===== config.mk =====
export PLATFORM = sky130hd
export DESIGN_NAME = counter_ctrl_flat
export DESIGN_NICKNAME = d
export VERILOG_FILES = /design/src/rtl/counter_ctrl_if.sv /design/src/rtl/counter_ctrl.sv /design/src/flat_wrapper.sv
export SDC_FILE = /design/constraint.sdc
export NUM_CORES = 1
export LEC_CHECK = 0
export ABC_AREA = 0
export CORE_MARGIN = 2
export CORE_UTILIZATION = 52
export CTS_BUF_LIST = sky130_fd_sc_hd__clkbuf_2
export CTS_CLUSTER_DIAMETER = 60
export DETAILED_ROUTE_END_ITERATION = 8
export PLACE_DENSITY_LB_ADDON = 0.25
export SYNTH_ARGS = -nofsm -noshare
export SYNTH_HDL_FRONTEND = slang
export SYNTH_SLANG_ARGS = --single-unit

===== constraint.sdc =====
create_clock -name clk -period 1.95 [get_ports clk]
set_input_delay 0.39 -clock clk [delete_from_list [all_inputs] [get_ports clk]]
set_output_delay 0.39 -clock clk [all_outputs]
set_load 0.05 [all_outputs]

===== src/rtl/counter_ctrl_if.sv =====
// counter_ctrl_if -- control/status bundle for counter_ctrl.
//
// Signals
//   start       : request to begin a count run
//   stop        : abort the current run
//   pause       : freeze the count while high
//   auto_reload : 1 = periodic, 0 = one-shot (captured when a start is accepted)
//   limit       : terminal count (captured when a start is accepted)
//   q           : current count value (registered)
//   busy        : high while a run is in progress (RUN or PAUSED)
//   done        : one-cycle terminal-count pulse (registered)
//   state       : FSM state, IDLE=00 RUN=01 PAUSED=10 DONE=11
//
// Modports
//   master : the controller side that drives commands and observes status
//   slave  : the counter side (counter_ctrl)
interface counter_ctrl_if #(
  parameter int WIDTH = 4
) ();
  logic             start;
  logic             stop;
  logic             pause;
  logic             auto_reload;
  logic [WIDTH-1:0] limit;
  logic [WIDTH-1:0] q;
  logic             busy;
  logic             done;
  logic [1:0]       state;

  modport master (
    output start, stop, pause, auto_reload, limit,
    input  q, busy, done, state
  );

  modport slave (
    input  start, stop, pause, auto_reload, limit,
    output q, busy, done, state
  );
endinterface


===== src/rtl/counter_ctrl.sv =====
// counter_ctrl -- start/stop/pause sequenced counter with one-shot or
// periodic terminal count.
//
// Ports
//   clk   : clock, all state changes on the rising edge
//   reset : synchronous, active-high reset
//   bus   : counter_ctrl_if.slave (commands in, q/busy/done/state out)
//
// Handshake: there is no valid/ready pair. A start is accepted on any rising
// edge where the FSM is in IDLE or DONE, start=1 and stop=0; at that edge the
// limit and auto_reload inputs are captured and the run begins at q=0. start
// is ignored in RUN and PAUSED; stop aborts a run; pause freezes it.
//
// Per-cycle priority: reset > stop > pause > terminal detect > increment.
//
// All outputs come straight from flops, so downstream logic sees clean,
// glitch-free status. The state output doubles as the FSM debug view.
module counter_ctrl #(
  parameter int WIDTH = 4
) (
  input  logic          clk,
  input  logic          reset,
  counter_ctrl_if.slave bus
);

  typedef enum logic [1:0] {
    ST_IDLE   = 2'b00,
    ST_RUN    = 2'b01,
    ST_PAUSED = 2'b10,
    ST_DONE   = 2'b11
  } state_e;

  state_e           state_q;
  logic [WIDTH-1:0] count_q;
  logic [WIDTH-1:0] limit_q;
  logic             reload_q;
  logic             done_q;
  logic             busy_q;

  logic start_ok;
  logic at_limit;

  // stop blocks a start even in IDLE/DONE.
  assign start_ok = bus.start && !bus.stop;
  // Compared against the captured limit, so mid-run changes on the limit
  // input cannot shorten or extend the current run.
  assign at_limit = (count_q == limit_q);

  always_ff @(posedge clk) begin
    if (reset) begin
      state_q  <= ST_IDLE;
      count_q  <= '0;
      limit_q  <= '0;
      reload_q <= 1'b0;
      done_q   <= 1'b0;
      busy_q   <= 1'b0;
    end else begin
      // done is a single-cycle pulse; only the terminal branch re-raises it.
      done_q <= 1'b0;

      case (state_q)
        ST_IDLE, ST_DONE: begin
          if (start_ok) begin
            state_q  <= ST_RUN;
            count_q  <= '0;
            limit_q  <= bus.limit;
            reload_q <= bus.auto_reload;
            busy_q   <= 1'b1;
          end else if (state_q == ST_DONE) begin
            // DONE lasts one cycle; q keeps showing the terminal value.
            state_q <= ST_IDLE;
          end
        end

        ST_RUN: begin
          if (bus.stop) begin
            state_q <= ST_IDLE;
            count_q <= '0;
            busy_q  <= 1'b0;
          end else if (bus.pause) begin
            // Pausing pre-empts terminal detect for this cycle.
            state_q <= ST_PAUSED;
          end else if (at_limit) begin
            done_q <= 1'b1;
            if (reload_q) begin
              count_q <= '0;
            end else begin
              state_q <= ST_DONE;
              busy_q  <= 1'b0;
            end
          end else begin
            count_q <= count_q + WIDTH'(1);
          end
        end

        ST_PAUSED: begin
          if (bus.stop) begin
            state_q <= ST_IDLE;
            count_q <= '0;
            busy_q  <= 1'b0;
          end else if (!bus.pause) begin
            // Resume edge only re-enters RUN; counting restarts next edge.
            state_q <= ST_RUN;
          end
        end

        default: begin
          state_q <= ST_IDLE;
          count_q <= '0;
          busy_q  <= 1'b0;
        end
      endcase
    end
  end

  assign bus.q     = count_q;
  assign bus.busy  = busy_q;
  assign bus.done  = done_q;
  assign bus.state = state_q;

endmodule


===== src/flat_wrapper.sv =====
// flat-port wrapper written by rule: the top's interface ports become plain ports
module counter_ctrl_flat 
#(
  parameter int WIDTH = 4
)
  (clk, reset, bus_start, bus_stop, bus_pause, bus_auto_reload, bus_limit, bus_q, bus_busy, bus_done, bus_state);
  counter_ctrl_if #(.WIDTH(WIDTH)) bus_i ();
  input  logic clk;
  input  logic reset;
  input wire logic [$bits(bus_i.start)-1:0] bus_start;
  input wire logic [$bits(bus_i.stop)-1:0] bus_stop;
  input wire logic [$bits(bus_i.pause)-1:0] bus_pause;
  input wire logic [$bits(bus_i.auto_reload)-1:0] bus_auto_reload;
  input wire logic [$bits(bus_i.limit)-1:0] bus_limit;
  output wire logic [$bits(bus_i.q)-1:0] bus_q;
  output wire logic [$bits(bus_i.busy)-1:0] bus_busy;
  output wire logic [$bits(bus_i.done)-1:0] bus_done;
  output wire logic [$bits(bus_i.state)-1:0] bus_state;
  assign bus_i.start = bus_start;
  assign bus_i.stop = bus_stop;
  assign bus_i.pause = bus_pause;
  assign bus_i.auto_reload = bus_auto_reload;
  assign bus_i.limit = bus_limit;
  assign bus_q = bus_i.q;
  assign bus_busy = bus_i.busy;
  assign bus_done = bus_i.done;
  assign bus_state = bus_i.state;
  counter_ctrl #(.WIDTH(WIDTH)) u_core (.clk(clk), .reset(reset), .bus(bus_i));
endmodule

# --- After elaboration in Yosys (flattened, before gate mapping) ---
# Index checks and enable logic that the tools add are counted.
totals:
  latchBits: 0
  register_bits: 13
  rom_bits: 0
  word_cells: 55
  mem_bits_rw: 0
  in_bits: 10
  mem_count: 0
classes:
  n_reduce_logical: 9
  mux: 24
  bitwise_logic: 1
  div: 0
  order_cmp: 0
  n_shift: 0
  eq_ne: 14
  multipliers: 0
  n_addsub: 1
ops:
  columns: ["cell", "count"]
  rows:
  - ["$mux W4", 6]
  - ["$mux W2", 8]
  - ["$pmux W4 S3", 1]
  - ["$ne A3 B3 Y1 const B", 3]
  - ["$ne A4 B3 Y1 const B", 2]
  - ["$reduce_and A4 Y1", 2]
  - ["$mux W1", 7]
  - ["$pmux W2 S3", 1]
  - ["$reduce_and A5 Y1", 1]
  - ["$add A4 B1 Y4 const B", 1]
  - ["$eq A2 B2 Y1 const B", 2]
  - ["$eq A4 B4 Y1", 1]
  - ["$ne A4 B4 Y1 const B", 1]
  - ["$reduce_or A4 Y1", 1]
  - ["$ne A3 B1 Y1 const B", 1]
  - ["$ne A3 B2 Y1 const B", 1]
  - ["$pmux W1 S3", 1]
  - ["$eq A2 B1 Y1 const B", 1]
  - ["$logic_not A2 Y1", 1]
  - ["$ne A2 B1 Y1 const B", 1]
  - ["$ne A2 B2 Y1 const B", 1]
  - ["$reduce_and A2 Y1", 1]
  - ["$reduce_or A2 Y1", 1]
  - ["$logic_and A1 B1 Y1", 1]
  - ["other kinds (2)", 2]

# --- Depth between registers and ports, before layout ---
logic_depth:
  depth_word: 5
  depth_mapped: 7
  depth_no_buf: 6

# --- Worst setup path before layout ---
# OpenSTA, ideal clock, no wires.
synth_path:
  path_kind: "register -> register"
  startpoint: "register u_core.state_q[1] (netlist: u_core.bus.state[1])"
  endpoint: "register u_core.busy_q (netlist: u_core.bus.busy)"
  setup_ns: 0.123
  stages_incl_launch_ff: 8
  synth_period_minus_slack_ns: 2.034
  t_required_ns: 1.827
  t_arrival_ns: 1.911
  setup_slack_ns: -0.084
  path_cell_list: "dfxtp_1 -> inv_1 -> ha_1 -> buf_2 -> inv_1 -> o2bb2ai_2 -> a211oi_2 -> mux2_1"
synth_via:
  elab_chain_len: 4
  elab_cells_between_ends: 12
  cone_classes: "eq/ne (8); mux (1); reduce/logical (3)"
synth_rtl:
  columns: ["element", "line_no", "rtl"]
  rows:
  - ["start, declared", "counter_ctrl.sv:33", "state_e state_q;"]
  - ["start signal, assigned", "counter_ctrl.sv:51", "state_q <= ST_IDLE;"]
  - ["start signal, assigned", "counter_ctrl.sv:64", "state_q <= ST_RUN;"]
  - ["start signal, assigned", "counter_ctrl.sv:71", "state_q <= ST_IDLE;"]
  - ["$eq A2 B2 Y1 / $logic_not A2 Y1 (equally long branches)", "counter_ctrl.sv:61", "case (state_q)"]
  - ["$reduce_or A2 Y1", "counter_ctrl.sv:61", null]
  - ["$ne A2 B1 Y1 (no source line)", null, null]
  - ["$reduce_and A5 Y1 (no source line)", null, null]
  - ["end signal, assigned", "counter_ctrl.sv:56", "busy_q <= 1'b0;"]
  - ["end signal, assigned", "counter_ctrl.sv:68", "busy_q <= 1'b1;"]
  - ["end signal, assigned", "counter_ctrl.sv:79", "busy_q <= 1'b0;"]
  - ["end, declared", "counter_ctrl.sv:38", "logic busy_q;"]
# Parallel ways exist; a longest one is shown, timed or not.
# A chain may end at the register's enable or synchronous reset.

# --- Worst setup path after layout ---
layout_path:
  startpoint: "register u_core.state_q[0] (netlist: u_core.bus.state[0])"
  endpoint: "output bus_state[0]"
layout_rtl:
  columns: ["element", "line_no", "rtl"]
  rows:
  - ["end, declared", "flat_wrapper.sv:18", "output wire logic [$bits(bus_i.state)-1:0] bus_state;"]
# No word-level cell between the ends.

==> reports/summary.txt <==
Outcome = complete, no violations
Final non-filler cell total = 125
Crit path arrival time = 1.45 ns
FF/Latch Area = 263 um^2
Final hold vios = 0
Worst min-delay path class = flop to flop
Die Area = 2000 um^2
Commonest cells in the synthesized netlist = dfxtp_1, a21oi_1, inv_1, nand2_1, nor2_1
Antenna violations before repair = 0
Largest delay share family, worst path = buffers and inverters
Top-Level Pins = 18
Initial Utilization = 56.6%
Final Max Tran Viols = 0
Net count after synthesis = 101
Worst relative slew slack = 66.4%
Maximum number of pins on one net before global-route repair = 17
Complex-gate fraction of the synthesized area = 25.1%
Share of synthesized area occupied by flip-flops and latches = 30.2%
Combinational family with the most area after synthesis = compound AO/OA/AOI/OAI gates
Post-layout net count = 124
Area share of fa/ha/maj cells after synthesis = 5.81%
Cell at the root of the clock tree = clkbuf_2
Clock-pin transition on the worst setup and hold timing paths = 0.12 ns
RSZ-0062 raised after global routing = no
Stage delay of the slowest cell on the critical path = 0.81 ns
Overall Global Routing Usage = 22.5%
Most Used Layer, Global Route = met2
Die H = 44.7 um
Warning count from the yosys run = 0
Die extent in x = 44.7 um
Global route overflow = 0
Number of global-route vias before repair = 696
# hold bufs at CTS = 0
Vias = 743
Antenna-violating nets left = 0
CTS tree = done
Max-capacitance violation count = 0
Final weighted congestion of routability-driven global placement = 0.822
Count of buffering cells on the critical path with inverters included = 1
Antenna diode instance count = 0
Leading cell types by total area after synthesis = dfxtp_1, xnor2_2, ha_1
Number of sinks driven by the clock tree = 13
Global-route track usage on met1 = 28.9%
1st-iter DRT viols = 10
Type of destination of the critical path = output port
Count of final setup violators = 0
Overall power = 1.20 mW
Minimum period implied by the final worst setup slack = 1.84 ns
Worst-Skew Late Latency = 0.27 ns
Critical Path, Cell by Cell = clkdlybuf4s50_1
Worst Hold End = u_core.reload_q$_SDFFE_PP0P_
Share of flip-flops with an asynchronous set or reset after synthesis = 0%
Kind of critical path = flop to output port
H-tree depth = 1
Post-synth cell types = 38
Post CTS Setup Buffer Count = 0
Met2 usage = 37.7%
Count leader, synth = dfxtp_1
Clk buf depth = 2
Number of vias per cell after detailed routing = 5.94
Top cell type's share of synthesized area = 30.2%
Dominant register cell in the synthesized netlist = dfxtp_1
Type of origin of the critical path = flop
Share of post-route cells with drive strength above 1 = 28.4%
Worst endpoint required time = 1.56 ns
Detailed Routing Iterations Pass 1 = 4
Total routed wirelength = 1800 um
Post-Syn Instances = 87
Post-synthesis xor/xnor area fraction = 7.55%
Capture point of the worst reg-to-reg path = u_core.bus.busy$_SDFFE_PP0P_
Transition time at the pin with the least slew margin = 0.503 ns
CORE AREA = 1520 um^2
P per Cell Area = 1120 nW/um^2
Number of CTS-inserted buffers = 3
Timing startpoint of the critical path = u_core.bus.state[0]$_SDFFE_PP0P_
Crit path depth = 1
Sum Neg Setup Slack = 0 ns
Standard cell with the maximum stage delay on the critical path = clkdlybuf4s50_1
First-pass GRT wire length = 3270 um
Area growth, synth to finish = 24.7%
Pleak = 0.391 nW
Period Utilization, post-route = 94.5%
Post-synthesis mux area share = 4.79%
Avg Inst Size Synth = 9.91 um^2
Worst R2R Start = u_core.bus.state[0]$_SDFFE_PP0P_
Number of resized instances in the post-cts repair step = 0
Top achievable clock speed = 543 MHz
Register-to-register setup slack = 0.24 ns
Simple-gate portion of the synthesized area = 21.6%
Worst vdd ir = 874 uV
Cell type with the highest aggregate area in the netlist = dfxtp_1
Post-synth design cell area = 862 um^2
Register-to-Register Path Depth = 6
Fillers = 122
Largest fanout on the critical path = 4
Hold path startpoint = u_core.reload_q$_SDFFE_PP0P_
GR Layer Usage met3 = 6.00%
Routed WL per cell = 14.4 um
Post-route DRC = 0
Final HPWL from detailed placement = 1420 um
Multi-input gate area = 559 um^2
Placed insts = 121
# port buffers = 17
Number of stages on the worst hold path = 2
Number of synthesized register bits = 13
Setup skew after layout = 0.00527 ns
Site Rows = 14
Number of flops mapped to enable cells by yosys = 0
[registers in the layout (all words and copies together), names as in the netlist]
signal and count:
u_core.bus.state 2, u_core.bus.busy 1, u_core.limit_q 4, u_core.bus.done 1
u_core.reload_q 1, u_core.bus.q 4
[report_power, final]
group          internal (mW)  leakage (nW)  switching, mW  total [mW]
combinational          0.314         0.268          0.405       0.719
sequential             0.308         0.107         0.0310       0.339
clock                 0.0544        0.0166         0.0887       0.143
[worst max-delay path by stage]
stage          slack (ns)                           end
2_1_floorplan        0.11  u_core.bus.busy$_SDFFE_PP0P_
3_3_place_gp         0.07  u_core.bus.busy$_SDFFE_PP0P_
3_5_place_dp        0.009  u_core.bus.busy$_SDFFE_PP0P_
4_1_cts              0.09                  bus_state[0]
5_1_grt              0.04                  bus_state[0]
6_report             0.11                  bus_state[0]
[layer usage]
| layer | share of wire [%] | wire length [um] |
|---|---|---|
| met3 | 4.4 | 80 |
| met1 | 45 | 803 |
| met4 | 0.89 | 16 |
| met5 | 0 | 0 |
| met2 | 50 | 902 |
[per-stage QoR]
stage | instance area [um^2] | hold slack [ns] | util (%) | setup slack [ns]
6_report | 1070 | 0.500 | 70.5 | 0.107
2_1_floorplan | 865 | 0.454 | - | 0.114
3_3_place_gp | 1050 | 0.468 | 69.2 | 0.0740
5_1_grt | 1070 | 0.545 | 70.5 | 0.0374
3_5_place_dp | 1050 | 0.495 | 69.2 | 0.00873
4_1_cts | 1070 | 0.513 | 70.5 | 0.0879
[layout make-up]
cell class | instances | share of cell area, %
Tap cell | 16 | 1.86
Multi-Input combinational cell | 65 | 52.0
Inverter | 6 | 2.10
Clock buffer | 4 | 1.86
Sequential cell | 13 | 24.4
Timing Repair Buffer | 21 | 17.7
[logic make-up after synthesis]
family                     Yosys count
AOI/OAI and AO/OA                   25
xor gates and xnor gates             4
adders and majority gates            4
buffers and inverters                9
DFF                                 13
muxes                                4
and+or+nand+nor                     28
[layout by cell type, fill, tap and decap left out, types with 2 or more instances in the layout]
cell              n
a211oi_1          2
a21oi_1           7
buf_4             8
clkbuf_2          4
clkdlybuf4s50_1  13
dfxtp_1          11
dfxtp_2           2
ha_1              4
inv_1             6
mux2i_1           3
nand2_1           6
nand2b_1          4
nor2_1            6
o21ai_0           5
xnor2_2           4
No activity file was read; power rests on OpenSTA's default activity.
